--- config.mk ---
export PLATFORM = sky130hd
export DESIGN_NAME = sample_source
export DESIGN_NICKNAME = d
export VERILOG_FILES = /design/src/rtl/sample_source.sv
export SDC_FILE = /design/constraint.sdc
export NUM_CORES = 1
export LEC_CHECK = 0
export ABC_AREA = 1
export BUFFER_PORTS_ARGS = -buffer_cell sky130_fd_sc_hd__buf_2
export CAP_MARGIN = 20
export CORE_ASPECT_RATIO = 1.2
export CORE_MARGIN = 3
export CORE_UTILIZATION = 40
export DETAILED_ROUTE_END_ITERATION = 10
export HOLD_SLACK_MARGIN = 0.03
export PLACE_DENSITY = 0.71
export SYNTH_ARGS = -nofsm -noshare
export SYNTH_HDL_FRONTEND = slang
export SYNTH_SLANG_ARGS = --single-unit
--- constraint.sdc ---
create_clock -name clk -period 2.1 [get_ports clk]
set_input_delay 0.315 -clock clk [delete_from_list [all_inputs] [get_ports clk]]
set_output_delay 0.315 -clock clk [all_outputs]
set_load 0.02 [all_outputs]
--- src/rtl/sample_source.sv ---
`default_nettype none
// ============================================================================
// Module      : sample_source
// Description : Programmable 8-bit sample generator with valid/ready output.
// Revision    : 1.0
// ============================================================================
module sample_source #(
  parameter int         CNT_W     = 16,
  parameter logic [7:0] LFSR_SEED = 8'hA5
) (
  input  logic             clk,
  input  logic             rst_n,
  input  logic             start,
  input  logic [1:0]       mode,
  input  logic [CNT_W-1:0] num_samples,
  input  logic [7:0]       step,
  input  logic [7:0]       const_val,
  input  logic [3:0]       gap,
  output logic             o_valid,
  input  logic             o_ready,
  output logic [7:0]       o_data,
  output logic             busy,
  output logic             done,
  output logic [CNT_W-1:0] sent_count
);

  localparam logic [1:0] c_st_idle = 2'd0;
  localparam logic [1:0] c_st_run  = 2'd1;
  localparam logic [1:0] c_st_gap  = 2'd2;
  localparam logic [1:0] c_st_done = 2'd3;

  localparam logic [1:0] c_mode_ramp  = 2'b00;
  localparam logic [1:0] c_mode_lfsr  = 2'b01;
  localparam logic [1:0] c_mode_const = 2'b10;

  logic [1:0]       r_state;
  logic [1:0]       w_state_nxt;
  logic [1:0]       r_mode;
  logic [CNT_W-1:0] r_num;
  logic [7:0]       r_step;
  logic [7:0]       r_const;
  logic [3:0]       r_gap;
  logic [3:0]       r_gap_cnt;
  logic [7:0]       r_data;
  logic [CNT_W-1:0] r_count;
  logic [CNT_W-1:0] w_count_inc;
  logic             w_start;
  logic             w_accept;
  logic             w_last;
  logic [7:0]       w_first_sample;
  logic [7:0]       w_next_sample;

  assign w_start     = start && ((r_state == c_st_idle) || (r_state == c_st_done));
  assign w_accept    = (r_state == c_st_run) && o_ready;
  assign w_count_inc = r_count + CNT_W'(1);
  assign w_last      = (w_count_inc == r_num);

  always_comb begin
    w_first_sample = const_val;
    case (mode)
      c_mode_ramp: w_first_sample = 8'h00;
      c_mode_lfsr: w_first_sample = LFSR_SEED;
      default:     w_first_sample = const_val;
    endcase
  end

  // Alternating mode simply inverts the previous sample.
  always_comb begin
    w_next_sample = ~r_data;
    case (r_mode)
      c_mode_ramp:  w_next_sample = r_data + r_step;
      c_mode_lfsr:  w_next_sample = {r_data[6:0], r_data[7] ^ r_data[5] ^ r_data[4] ^ r_data[3]};
      c_mode_const: w_next_sample = r_const;
      default:      w_next_sample = ~r_data;
    endcase
  end

  // State register
  always_ff @(posedge clk or negedge rst_n) begin
    if (!rst_n) r_state <= c_st_idle;
    else        r_state <= w_state_nxt;
  end

  // Next-state logic
  always_comb begin
    w_state_nxt = r_state;
    case (r_state)
      c_st_idle, c_st_done: begin
        if (start) w_state_nxt = (num_samples == '0) ? c_st_done : c_st_run;
      end
      c_st_run: begin
        if (o_ready) begin
          if (w_last)              w_state_nxt = c_st_done;
          else if (r_gap == 4'd0)  w_state_nxt = c_st_run;
          else                     w_state_nxt = c_st_gap;
        end
      end
      c_st_gap: begin
        if (r_gap_cnt == 4'd1) w_state_nxt = c_st_run;
      end
      default: w_state_nxt = c_st_idle;
    endcase
  end

  // Output decode
  always_comb begin
    o_valid = (r_state == c_st_run);
    busy    = (r_state == c_st_run) || (r_state == c_st_gap);
    done    = (r_state == c_st_done);
  end

  always_ff @(posedge clk or negedge rst_n) begin
    if (!rst_n) begin
      r_mode    <= 2'b00;
      r_num     <= '0;
      r_step    <= 8'h00;
      r_const   <= 8'h00;
      r_gap     <= 4'd0;
      r_gap_cnt <= 4'd0;
      r_data    <= 8'h00;
      r_count   <= '0;
    end else if (w_start) begin
      r_mode  <= mode;
      r_num   <= num_samples;
      r_step  <= step;
      r_const <= const_val;
      r_gap   <= gap;
      r_count <= '0;
      if (num_samples != '0) r_data <= w_first_sample;
    end else if (w_accept) begin
      r_data    <= w_next_sample;
      r_gap_cnt <= r_gap;
      if (r_count != r_num) r_count <= w_count_inc;
    end else if (r_state == c_st_gap) begin
      r_gap_cnt <= r_gap_cnt - 4'd1;
    end
  end

  assign o_data     = r_data;
  assign sent_count = r_count;

endmodule
`default_nettype wire

[Yosys cells after proc, flatten, opt, wreduce, memory -nomap -nowiden]
Cells that the tools add are included.
Word-level totals
  bits in registers: 68
  bits of input ports: 42
  output and inout bits: 27
  logic and storage cells: 65
Cells by class
  add/sub/neg operators: 3
  equality and inequality tests: 13
  multiplexer cells: 17
  bitwise logic cells: 5
  reductions and logical operators: 18
Operator list (count)
  $mux W16: 3
  $mux W8: 3
  $pmux W8 S3: 1
  $add A16 B1 Y16 const B: 1
  $eq A16 B16 Y1: 1
  $logic_not A16 Y1: 1
  $ne A16 B16 Y1: 1
  $pmux W8 S2: 1
  $reduce_bool A16 Y1: 1
  $mux W2: 6
  $add A8 B8 Y8: 1
  $mux W4: 2
  $not A8 Y8: 1
  $eq A2 B1 Y1 const B: 3
  $eq A2 B2 Y1 const B: 3
  $logic_not A2 Y1: 3
  $pmux W2 S3: 1
  $reduce_and A2 Y1: 3
  $reduce_bool A2 Y1: 3
  $eq A4 B1 Y1 const B: 1
  $logic_not A4 Y1: 1
  $ne A2 B1 Y1 const B: 2
  $ne A2 B2 Y1 const B: 2
  $sub A4 B1 Y4 const B: 1
  6 further kinds: 10

[Depth between registers and ports, before layout]
Gate-level depths: netlist of the first run.
  word-level depth: 6
  gate-level depth with buffers: 14
  gate-level depth less buffers: 14

[Least setup slack after synthesis of the first run]
Ideal clock, no wire load.
  path type: register to register
  from: register r_data[0] (netlist: o_data[0])
  to: register r_data[6] (netlist: o_data[6])
  library setup time: 0.126 ns
  arrival: 1.863 ns
  data required time: 1.974 ns
  setup slack: 0.111 ns
  cell stages (with the launch flop): 13
  buffers on the path: 0
  period minus slack after synthesis: 1.989 ns
  cells stage by stage: dfrtp_1 -> ha_1 -> fa_1 -> nand3_1 -> nand2_1 -> nand2_1 -> nand2_1 -> a21oi_1 -> nand2_1 -> nand2_1 -> o21bai_1 -> o21ai_0 -> a21oi_1
On the way
  word-level cells in the longest chain between the ends: 4
RTL lines
  start: declaration: line 44  | logic [7:0] r_data;
  start signal: assignment: line 129  | if (num_samples != '0) r_data <= w_first_sample;
  start signal: assignment: line 131  | r_data <= w_next_sample;
  $add A8 B8 Y8: line 71  | c_mode_ramp: w_next_sample = r_data + r_step;
  $pmux W8 S3: line 70  | case (r_mode)
  $mux W8: line 130  | end else if (w_accept) begin
  $mux W8: line 122  | end else if (w_start) begin
Every way passes these cells. The select of a mux whose other input is x is not followed.
A chain may end at the register's enable or synchronous reset.

[Worst setup path in the final report of the first run]
  from: register r_count[0] (netlist: sent_count[0])
  to: register r_state[0]
On the way
  word-level cells in the longest chain between the ends: 5
RTL lines
  start: declaration: line 45  | logic [CNT_W-1:0] r_count;
  start signal: assignment: line 133  | if (r_count != r_num) r_count <= w_count_inc;
  $add A16 B1 Y16: line 55  | assign w_count_inc = r_count + CNT_W'(1);
  $eq A16 B16 Y1: line 56  | assign w_last = (w_count_inc == r_num);
  $mux W2: line 93  | if (w_last) w_state_nxt = c_st_done;
  $mux W2: line 92  | if (o_ready) begin
  $pmux W2 S3: line 87  | case (r_state)
  end signal: assignment: line 80  | if (!rst_n) r_state <= c_st_idle;
  end signal: assignment: line 81  | else r_state <= w_state_nxt;
  end: declaration: line 36  | logic [1:0] r_state;
Every way passes these cells. The select of a mux whose other input is x is not followed.

==> results.yml, run 1 <==
outcome:
  run_status: "completed"
placement:
  place_hpwl_um: 8130
  post-place-cells: 776
  post_dp_cell_area_um2: 4800
  buffer_ports.inserted: 68
  place.gp.congestion: 0.886
detailed_routing:
  iteration_count_of_the_initial_detailed_routing_pass: 4
  drt.antenna.violating_nets: 0
  detailroute.via_count: 4043
  detailedRoute.firstIterationViolations: 148
  final_routed_drc_violation_total: 0
  routedWlPerCell_um: 13.6
  avgViaCountPerCell: 5.10
  wirelength_um: 10800
die:
  rows: 40
  design.die.area_um2: 11700
  io_pins: 69
  die_w_um: 99.4
  die-height_um: 118
  core-area_um2: 10100
  floorplan.initialDensity_pct: 41.4
sta:
  min_period_over_period_pct: 92.1
  setup-tns-final_ps: 0
  fin_skew_ps: 9.24
  setup_repair_after_global_routing_missed_its_margin: "true"
  timing_max_transition_violations_final: 0
  final-hold-violation-count: 0
  slew-limit-headroom_pct: 65.9
  timing_worst_slew_pin_value_ps: 506
  max_freq_mhz: 517
  post-route-min-period_ps: 1930
  number_of_setup_violations_in_the_final_report: 0
logic_synthesis:
  seq_area_frac_synth_pct: 40.7
  post_synth_inst_count: 573
  post_synth_fa_ha_maj_area_fraction_pct: 4.36
  synth_seq_cells: 68
  muxShareOfSynthArea_pct: 0
  syn-cell-area_um2: 4190
  yosys_warnings: 0
  synth_cell_type_count: 35
  synthSimpleGateAreaFrac_pct: 27.0
  synth_xor_xnor_area_share_pct: 5.20
  synth.net_count: 629
  synthesis.area_per_instance_um2: 7.30
  combinational_family_with_the_most_area_after_synthesis: "simple AND/OR/NAND/NOR gates"
  synthesized_area_fraction_occupied_by_ao_oa_aoi_and_oai_cells_pct: 14.1
critical_path:
  timing.critical_path.from: "sent_count[0]"
  timing.critical_path.from_type: "register"
  r2r-start: "sent_count[0]"
  critical_path_peak_fanout: 6
  most_frequent_cell_on_the_critical_path: "sky130_fd_sc_hd__nand2_1"
  cpPeakStageDelay_ps: 390
  timing.critical_path.arrival_ps: 2190
  ff2ff_setup_slack_ps: 170
  worst_ep_required_time_ps: 2360
  crit_slowest_cell: "sky130_fd_sc_hd__dfrtp_1"
  worst_r2r_endpoint: "r_state[0]"
  critPathCaptureType: "register"
  timing_worst_setup_path_type: "reg -> reg"
  reg2reg_depth: 12
  crit_path_cell_chain: "ha_4, nand2_2, nor2_4, buf_4, nand4_1, nand3_1, nand2_1, nor2_2, nand3_2, o21bai_1, nand2_1, a21oi_2"
power:
  peakVddDrop_v: 0.000852
  power.share.combinational_pct: 54.3
  sw_frac_of_total_pct: 46.1
  p_leak_uw: 0.00262
  power.internal_uw: 4530
  switchingPower_uw: 3870
  seq_power_share_pct: 29.5
  power.clock.fraction_pct: 16.2
  power-per-cell-area_nw_per_um2: 1630
global_route:
  grt_pass1_vias: 4121
  largest_net_degree_at_the_start_of_global_routing: 69
  gr-usage-all-layers_pct: 19.1
  antenna_found_initial: 0
  grt_first_pass_wirelength_um: 18100
  globalRoute.totalOverflow: 0
clock_network:
  cts_buffers: 9
  cts_root_buffer: "sky130_fd_sc_hd__clkbuf_16"
  numClockSinks: 68
  cts.reportedPaths.clkPinSlew_ps: 50
  ctsHtreeMaxLevel: 3
  cts_tree: "done"
  clock_tree.buffer_depth: 2
  insertion_delay_ps: 330
finish:
  layout.cells.most_common: "sky130_fd_sc_hd__nand2_1"
  area_growth_pct: 23.1
  final_cells: 792
  final_layout_size_suffix_gt1_share_pct: 20.6
  number_of_filler_instances_in_the_final_layout: 1013
  post-route-cell-area_um2: 5150
  final_net_count: 719
  mostFrequentLayoutCells: "167 x sky130_fd_sc_hd__nand2_1, 79 x sky130_fd_sc_hd__inv_1, 68 x sky130_fd_sc_hd__buf_2, 68 x sky130_fd_sc_hd__dfrtp_1, 50 x sky130_fd_sc_hd__o21ai_0"
  antennaDiodeCount: 0
worst_hold_path:
  hp-start: "step[3]"
  holdCritPathClass: "in -> reg"
  hold_end: "r_step[3]"
  worst_hold_path_cells: 3
job:
  max_cap_check_violation_count: 0
## synthesized netlist by cell type
| cell type | instances | area, um^2 |
|---|---|---|
| sky130_fd_sc_hd__nor2_4 | 4 | 45.0 |
| sky130_fd_sc_hd__o21ai_0 | 51 | 255 |
| sky130_fd_sc_hd__nand3_2 | 1 | 10.0 |
| sky130_fd_sc_hd__xnor2_1 | 10 | 87.6 |
| sky130_fd_sc_hd__nor2_2 | 2 | 12.5 |
| sky130_fd_sc_hd__a21oi_2 | 2 | 17.5 |
| sky130_fd_sc_hd__ha_1 | 13 | 163 |
| sky130_fd_sc_hd__o21ai_1 | 5 | 25.0 |
| sky130_fd_sc_hd__xor2_1 | 13 | 114 |
| sky130_fd_sc_hd__buf_2 | 1 | 5.00 |
| sky130_fd_sc_hd__nand3b_1 | 2 | 15.0 |
| sky130_fd_sc_hd__o22ai_1 | 14 | 87.6 |
| sky130_fd_sc_hd__inv_1 | 79 | 297 |
| sky130_fd_sc_hd__nor3_1 | 1 | 5.00 |
| sky130_fd_sc_hd__o221ai_1 | 2 | 17.5 |
| sky130_fd_sc_hd__nand2_2 | 4 | 25.0 |
| sky130_fd_sc_hd__nand2_1 | 168 | 631 |
| sky130_fd_sc_hd__nand3_1 | 29 | 145 |
| sky130_fd_sc_hd__nor2_1 | 43 | 161 |
| sky130_fd_sc_hd__nor3b_1 | 1 | 7.51 |
| sky130_fd_sc_hd__xor2_2 | 1 | 16.3 |
| sky130_fd_sc_hd__a31oi_1 | 2 | 12.5 |
| sky130_fd_sc_hd__fa_1 | 1 | 20.0 |
| sky130_fd_sc_hd__o211ai_1 | 3 | 22.5 |
| sky130_fd_sc_hd__nand4_1 | 7 | 43.8 |
| sky130_fd_sc_hd__a21oi_1 | 21 | 105 |
| sky130_fd_sc_hd__nor4_1 | 2 | 12.5 |
| sky130_fd_sc_hd__dfrtp_1 | 68 | 1700 |
| sky130_fd_sc_hd__or2_2 | 1 | 6.26 |
| sky130_fd_sc_hd__a221oi_1 | 2 | 17.5 |
| sky130_fd_sc_hd__nand2_4 | 1 | 11.3 |
| sky130_fd_sc_hd__clkbuf_1 | 10 | 37.5 |
| sky130_fd_sc_hd__o21bai_1 | 4 | 30.0 |
| sky130_fd_sc_hd__buf_4 | 1 | 7.51 |
| sky130_fd_sc_hd__inv_2 | 4 | 15.0 |
## layer usage
metal  wire (um)  track usage (%)
met5           0                0
met1        4370             21.2
met2        5360             33.3
met3         601             4.62
met4         467             9.99
## layout make-up
class                      instances  area, um^2  share of cell area (%)
timing repair buffer              91         528                    10.2
sequential                        68        1700                    33.0
tap                              126         158                    3.06
multi-input combinational        410        2200                    42.6
clock buffer                      12         246                    4.78
inverter                          83         312                    6.05
clock inverter                     2        12.5                   0.243
## through the flow
step,util [%],hold WS [ps],setup WS [ps],total power [uW]
after floorplan,-,19.4,111,5490
after global placement,47.5,366,166,6750
after detailed placement,47.5,371,124,6890
after CTS,50.2,167,115,8290
after global routing,51.0,185,-30.7,9180
final,51.0,176,166,8400
## how the worst max path moves through the flow
stage / end / cells after the start
5_1_grt: r_state[0] / 13
3_3_place_gp: o_data[6] / 12
6_report: r_state[0] / 12
3_5_place_dp: o_data[6] / 12
2_1_floorplan: o_data[6] / 12
4_1_cts: o_data[6] / 12
## kinds of logic (layout without fill, tap and decap cells)
kind of cell | Yosys count | after routing
simple gates | 266 | 266
xor+xnor | 24 | 24
flops | 68 | 68
buf+inv | 95 | 188
compound gates | 106 | 106
fa+ha+maj | 14 | 14
## state kept, by name (all words and copies together), names as in the netlist
signal / count
r_gap: 4
r_mode: 2
sent_count: 16
r_state: 2
o_data: 8
r_step: 8
r_const: 8
r_gap_cnt: 4
r_num: 16
## power by group through the flow
stage / logic (uW) / registers (uW) / clock network [uW]
after floorplan: 2950 / 2540 / 0
after global placement: 4310 / 2440 / 0
after detailed placement: 4430 / 2470 / 0
after CTS: 4460 / 2450 / 1380
after global routing: 5170 / 2560 / 1440
final: 4560 / 2480 / 1360
## critical path: cells and delay by family (launching register included)
kind / cells / cell delay (ps)
adders and majority gates: 1 / 160
and+or+nand+nor: 8 / 880
DFF: 1 / 390
AOI/OAI and AO/OA: 2 / 280
buffers and inverters: 1 / 130
## what timing repair did
| item | 4_1_cts | 5_1_grt |
|---|---|---|
| resized for setup | 0 | 17 |
| hold buffers | 1 | 0 |
| endpoints found under the hold margin | 56 | 0 |
| endpoints found under the setup margin | 0 | 6 |
| setup buffers | 0 | 1 |
No activity file was read; power rests on OpenSTA's default activity.
==> inputs of run 2 (changes only) <==
Settings changed: CORE_MARGIN 3 to not set, CORE_UTILIZATION 40 to 50, PLACE_DENSITY 0.71 to 0.83.
==> results.yml, run 2 (synthesis gave the netlist of run 1 again) <==
outcome:
  run_status: "completed"
global_route:
  globalRoute.totalOverflow: 0
  grt_pass1_vias: 4016
  antenna_found_initial: 0
  gr-usage-all-layers_pct: 25.8
  largest_net_degree_at_the_start_of_global_routing: 35
  grt_first_pass_wirelength_um: 17500
placement:
  place_hpwl_um: 7840
  post-place-cells: 741
  buffer_ports.inserted: 68
  place.gp.congestion: 0.938
sta:
  timing_max_transition_violations_final: 0
  setup_repair_after_global_routing_missed_its_margin: "true"
  slew-limit-headroom_pct: 51.8
  number_of_setup_violations_in_the_final_report: 0
  post-route-min-period_ps: 2000
  fin_skew_ps: 6.26
  timing_worst_slew_pin_value_ps: 722
  finalHoldWorstSlack_ps: 166
  final-hold-violation-count: 0
  min_period_over_period_pct: 95.3
  max_freq_mhz: 500
critical_path:
  ff2ff_setup_slack_ps: 100
  critical_path_peak_fanout: 5
  crit_slowest_cell: "sky130_fd_sc_hd__dfrtp_1"
  crit_path_cell_chain: "ha_2, fa_2, nand3_1, nand2_1, nand2_2, nand2_1, a21oi_2, nand2_1, nand2_1, o21bai_1, o21ai_0, a21oi_1"
  timing.critical_path.arrival_ps: 2230
  timing.critical_path.from_type: "register"
  timing_worst_setup_path_type: "reg -> reg"
  worst_ep_required_time_ps: 2330
  cpPeakStageDelay_ps: 420
  critical_path_buf_inv_count: 0
  critPathCaptureType: "register"
  most_frequent_cell_on_the_critical_path: "sky130_fd_sc_hd__nand2_1"
  top_family_by_delay_on_critical_path: "adder cells"
finish:
  mostFrequentLayoutCells: "165 x sky130_fd_sc_hd__nand2_1, 79 x sky130_fd_sc_hd__inv_1, 68 x sky130_fd_sc_hd__buf_2"
  final_core_util_pct: 62.5
  final_layout_size_suffix_gt1_share_pct: 21.1
  final_net_count: 718
  area_growth_pct: 21.1
  antennaDiodeCount: 0
  layout.cells.most_common: "sky130_fd_sc_hd__nand2_1"
  final_cells: 760
die:
  design.die.area_um2: 8740
  die_w_um: 85.5
  die-height_um: 102
  core-area_um2: 8110
  io_pins: 69
  floorplan.initialDensity_pct: 51.6
  rows: 36
clock_network:
  clock_tree.buffer_depth: 2
  insertion_delay_ps: 340
  numClockSinks: 68
  cts.reportedPaths.clkPinSlew_ps: 70
  cts_buffers: 9
  ctsHtreeMaxLevel: 3
  cts_root_buffer: "sky130_fd_sc_hd__clkbuf_8"
  cts_tree: "done"
power:
  power-per-cell-area_nw_per_um2: 1610
  p_leak_uw: 0.00260
  peakVddDrop_v: 0.000813
detailed_routing:
  avgViaCountPerCell: 5.41
  drt.antenna.violating_nets: 0
  iteration_count_of_the_initial_detailed_routing_pass: 5
  wl_met3_um: 578
  maxUsedRoutingLayer: "met4"
  final_routed_drc_violation_total: 0
  routedWlPerCell_um: 13.9
  met2_wirelength_um: 5280
  detailedRoute.firstIterationViolations: 197
  drt-met1-wl_um: 4210
  wirelength_um: 10600
  detailroute.via_count: 4109
job:
  max_cap_check_violation_count: 0
worst_hold_path:
  holdCritPathClass: "in -> reg"
[run 2: changes by cell type in the layout (fill, tap and decap cells not counted), moves of 3 or more]
cell	delta
sky130_fd_sc_hd__clkbuf_16	-9
sky130_fd_sc_hd__nor2_1	+3
sky130_fd_sc_hd__nor2_2	-3
sky130_fd_sc_hd__clkbuf_8	+10
sky130_fd_sc_hd__buf_4	-3
sky130_fd_sc_hd__dfrtp_1	-3
sky130_fd_sc_hd__dfrtp_2	+3
[run 2: power breakdown]
group | switching (uW) | internal (uW)
sequential | 596 | 1910
combinational | 2760 | 1840
clock | 474 | 599
total | 3830 | 4350
[run 2: metal layers]
metal  GRT usage [%]  vias to the layer above
li1                -                     2024
met1            28.7                     1878
met2            44.7                      162
met3            4.93                       45
met4            18.5                        0
met5               0                        -
[run 2: worst min-delay path, stage by stage]
cell and delay (ps):
sky130_fd_sc_hd__buf_2 70, sky130_fd_sc_hd__nand2_1 40, sky130_fd_sc_hd__nand2_1 50
[run 2: area by class of cell]
type | instances | area [um^2]
inverter | 83 | 312
fill | 714 | 3040
multi-input combinational | 410 | 2200
clock inverter | 2 | 35.0
tap | 95 | 119
timing repair buffer | 90 | 546
clock buffer | 12 | 155
sequential | 68 | 1710
[run 2: repair_timing]
item / CTS / global route
hold buffers: 1 / 0
buffers inserted: 0 / 4
gates resized for setup: 2 / 17
setup endpoints to repair: 3 / 6
pin swaps: 0 / 6
hold endpoints to repair: 2 / 0
gates cloned: 0 / 0
[run 2: worst paths after layout]
| kind | startpoint | endpoint | cells after the start |
|---|---|---|---|
| max | o_data[0] | o_data[6] | 12 |
| min | step[6] | r_step[6] | 3 |
| max reg2reg | o_data[0] | o_data[6] | 12 |
| min reg2reg | r_step[4] | r_step[4] | 2 |
| max in group asynchronous | rst_n | r_step[4] | 3 |
| min in group asynchronous | rst_n | sent_count[3] | 2 |
[run 2: through the flow]
step / setup TNS, ps / setup WS [ps] / cell area [um^2] / total power (uW)
after CTS: 0 / 6.52 / 4960 / 7960
after detailed placement: 0 / 17.0 / 4760 / 6840
final: 0 / 99.7 / 5070 / 8180
after global placement: 0 / 106 / 4760 / 6650
after floorplan: 0 / 111 / 4190 / 5490
after global routing: -101 / -54.7 / 5070 / 8930
==> inputs of run 3 (changes only) <==
Settings changed: CAP_MARGIN 20 to 0, PLACE_DENSITY 0.83 to 0.72, SKIP_CTS_REPAIR_TIMING set to 1.
==> results.yml, run 3 (synthesis gave the netlist of run 1 again) <==
detailed_routing:
  iteration_count_of_the_initial_detailed_routing_pass: 5
  wirelength_um: 10400
  drt.antenna.violating_nets: 0
  routedWlPerCell_um: 13.6
  detailedRoute.firstIterationViolations: 164
  detailroute.via_count: 4042
  final_routed_drc_violation_total: 0
  avgViaCountPerCell: 5.28
global_route:
  gr-usage-all-layers_pct: 25.4
  grt_pass1_vias: 3849
  globalRoute.totalOverflow: 0
  antenna_found_initial: 0
  grt_first_pass_wirelength_um: 17300
  largest_net_degree_at_the_start_of_global_routing: 27
critical_path:
  crit_cells: 10
  crit_slowest_cell: "sky130_fd_sc_hd__dfrtp_2"
  critical_path_buf_inv_count: 3
  timing.critical_path.from_type: "register"
  worst_setup_path_endpoint: "sent_count[13]"
  critical_path_peak_fanout: 16
  cpPeakStageDelay_ps: 450
  worst_r2r_endpoint: "sent_count[13]"
  worst_ep_required_time_ps: 2320
  timing_worst_setup_path_type: "reg -> reg"
  top_family_by_delay_on_critical_path: "simple AND/OR/NAND/NOR gates"
  r2r-start: "sent_count[1]"
  most_frequent_cell_on_the_critical_path: "sky130_fd_sc_hd__nand2_1"
  crit_path_cell_chain: "buf_4, xnor2_1, nand4_1, nor4_1, nand3_1, nand2_1, inv_2, nand2_1, buf_12, o21ai_0"
  critPathCaptureType: "register"
  ff2ff_setup_slack_ps: 130
  timing.critical_path.from: "sent_count[1]"
  reg2reg_depth: 10
  timing.critical_path.arrival_ps: 2190
sta:
  timing_max_transition_violations_final: 0
  post-route-min-period_ps: 1970
  number_of_setup_violations_in_the_final_report: 0
  setup_repair_after_global_routing_missed_its_margin: "true"
  fin_skew_ps: 5.14
  setup-tns-final_ps: 0
  final-hold-violation-count: 0
  timing_worst_slew_pin_value_ps: 620
  max_freq_mhz: 509
  worst_slack_ps: 134
  min_period_over_period_pct: 93.6
  slew-limit-headroom_pct: 58.7
finish:
  number_of_filler_instances_in_the_final_layout: 761
  mostFrequentLayoutCells: "164 x sky130_fd_sc_hd__nand2_1, 79 x sky130_fd_sc_hd__inv_1, 68 x sky130_fd_sc_hd__buf_2"
  area_growth_pct: 20.9
  final_core_util_pct: 62.4
  post-route-cell-area_um2: 5060
  final_layout_size_suffix_gt1_share_pct: 20.7
  layout.cells.most_common: "sky130_fd_sc_hd__nand2_1"
  final_net_count: 723
  antennaDiodeCount: 0
clock_network:
  cts_buffers: 9
  cts_tree: "done"
  numClockSinks: 68
  ctsHtreeMaxLevel: 3
  cts_root_buffer: "sky130_fd_sc_hd__clkbuf_8"
  cts.reportedPaths.clkPinSlew_ps: 70
  clock_tree.buffer_depth: 2
  insertion_delay_ps: 340
placement:
  buffer_ports.inserted: 68
  pre_cts_slack_ps: 78.6
  post_dp_cell_area_um2: 4800
  place.gp.congestion: 0.947
  place_hpwl_um: 7890
die:
  rows: 36
  floorplan.initialDensity_pct: 51.6
  die_w_um: 85.5
  core-area_um2: 8110
  die-height_um: 102
  design.die.area_um2: 8740
  io_pins: 69
power:
  power.total_uw: 7980
  power-per-cell-area_nw_per_um2: 1580
  p_leak_uw: 0.00261
  peakVddDrop_v: 0.000900
outcome:
  run_status: "completed"
worst_hold_path:
  holdCritPathClass: "in -> reg"
job:
  max_cap_check_violation_count: 0
run 3: cell types whose count changed in the layout (fill, tap and decap cells not counted), sizes merged:
cell	change
buf	+5
bufinv	-1
clkbuf	+1
clkinv	+1
run 3: worst reg2reg max path, cell delays in order (launching register included):
cell	delay (ps)
sky130_fd_sc_hd__dfrtp_2	450
sky130_fd_sc_hd__buf_4	150
sky130_fd_sc_hd__xnor2_1	160
sky130_fd_sc_hd__nand4_1	110
sky130_fd_sc_hd__nor4_1	350
sky130_fd_sc_hd__nand3_1	120
sky130_fd_sc_hd__nand2_1	120
sky130_fd_sc_hd__inv_2	40
sky130_fd_sc_hd__nand2_1	90
sky130_fd_sc_hd__buf_12	150
sky130_fd_sc_hd__o21ai_0	90
run 3: cell type report:
| cell class | instances | area [um^2] | share of cell area, % |
|---|---|---|---|
| flip-flops and latches | 68 | 1710 | 33.7 |
| clock inverters | 2 | 10.0 | 0.198 |
| repair buffers | 95 | 583 | 11.5 |
| well taps | 95 | 119 | 2.35 |
| multi-input cells | 410 | 2170 | 42.9 |
| clock buffers | 13 | 159 | 3.14 |
| inverters | 83 | 312 | 6.16 |
run 3: worst min-delay path by stage:
stage            start       endpoint  slack, ps  cells after the start
5_1_grt        step[7]      r_step[7]        150                      3
6_report       step[7]      r_step[7]        160                      3
2_1_floorplan    rst_n      o_data[0]         20                      0
3_5_place_dp     rst_n  sent_count[0]        370                      1
3_3_place_gp     rst_n  sent_count[3]        360                      1
4_1_cts          rst_n  sent_count[4]        -10                      1
run 3: through the flow:
stage	hold slack [ps]	cells
2_1_floorplan	19.4	573
3_3_place_gp	364	746
3_5_place_dp	367	746
4_1_cts	-13.7	761
5_1_grt	151	766
6_report	157	766
run 3: power by group:
group / internal, uW / switching, uW
Combinational: 1810 / 2720
Clock: 484 / 498
Sequential: 1910 / 561
run 3: routing by layer:
metal	share of wire [%]	vias to the layer above	global-route usage, %
met3	4.6	24	4.60
met4	2.3	0	11.5
li1	-	2026	-
met2	51	117	45.1
met1	42	1875	30.2
met5	0	-	0
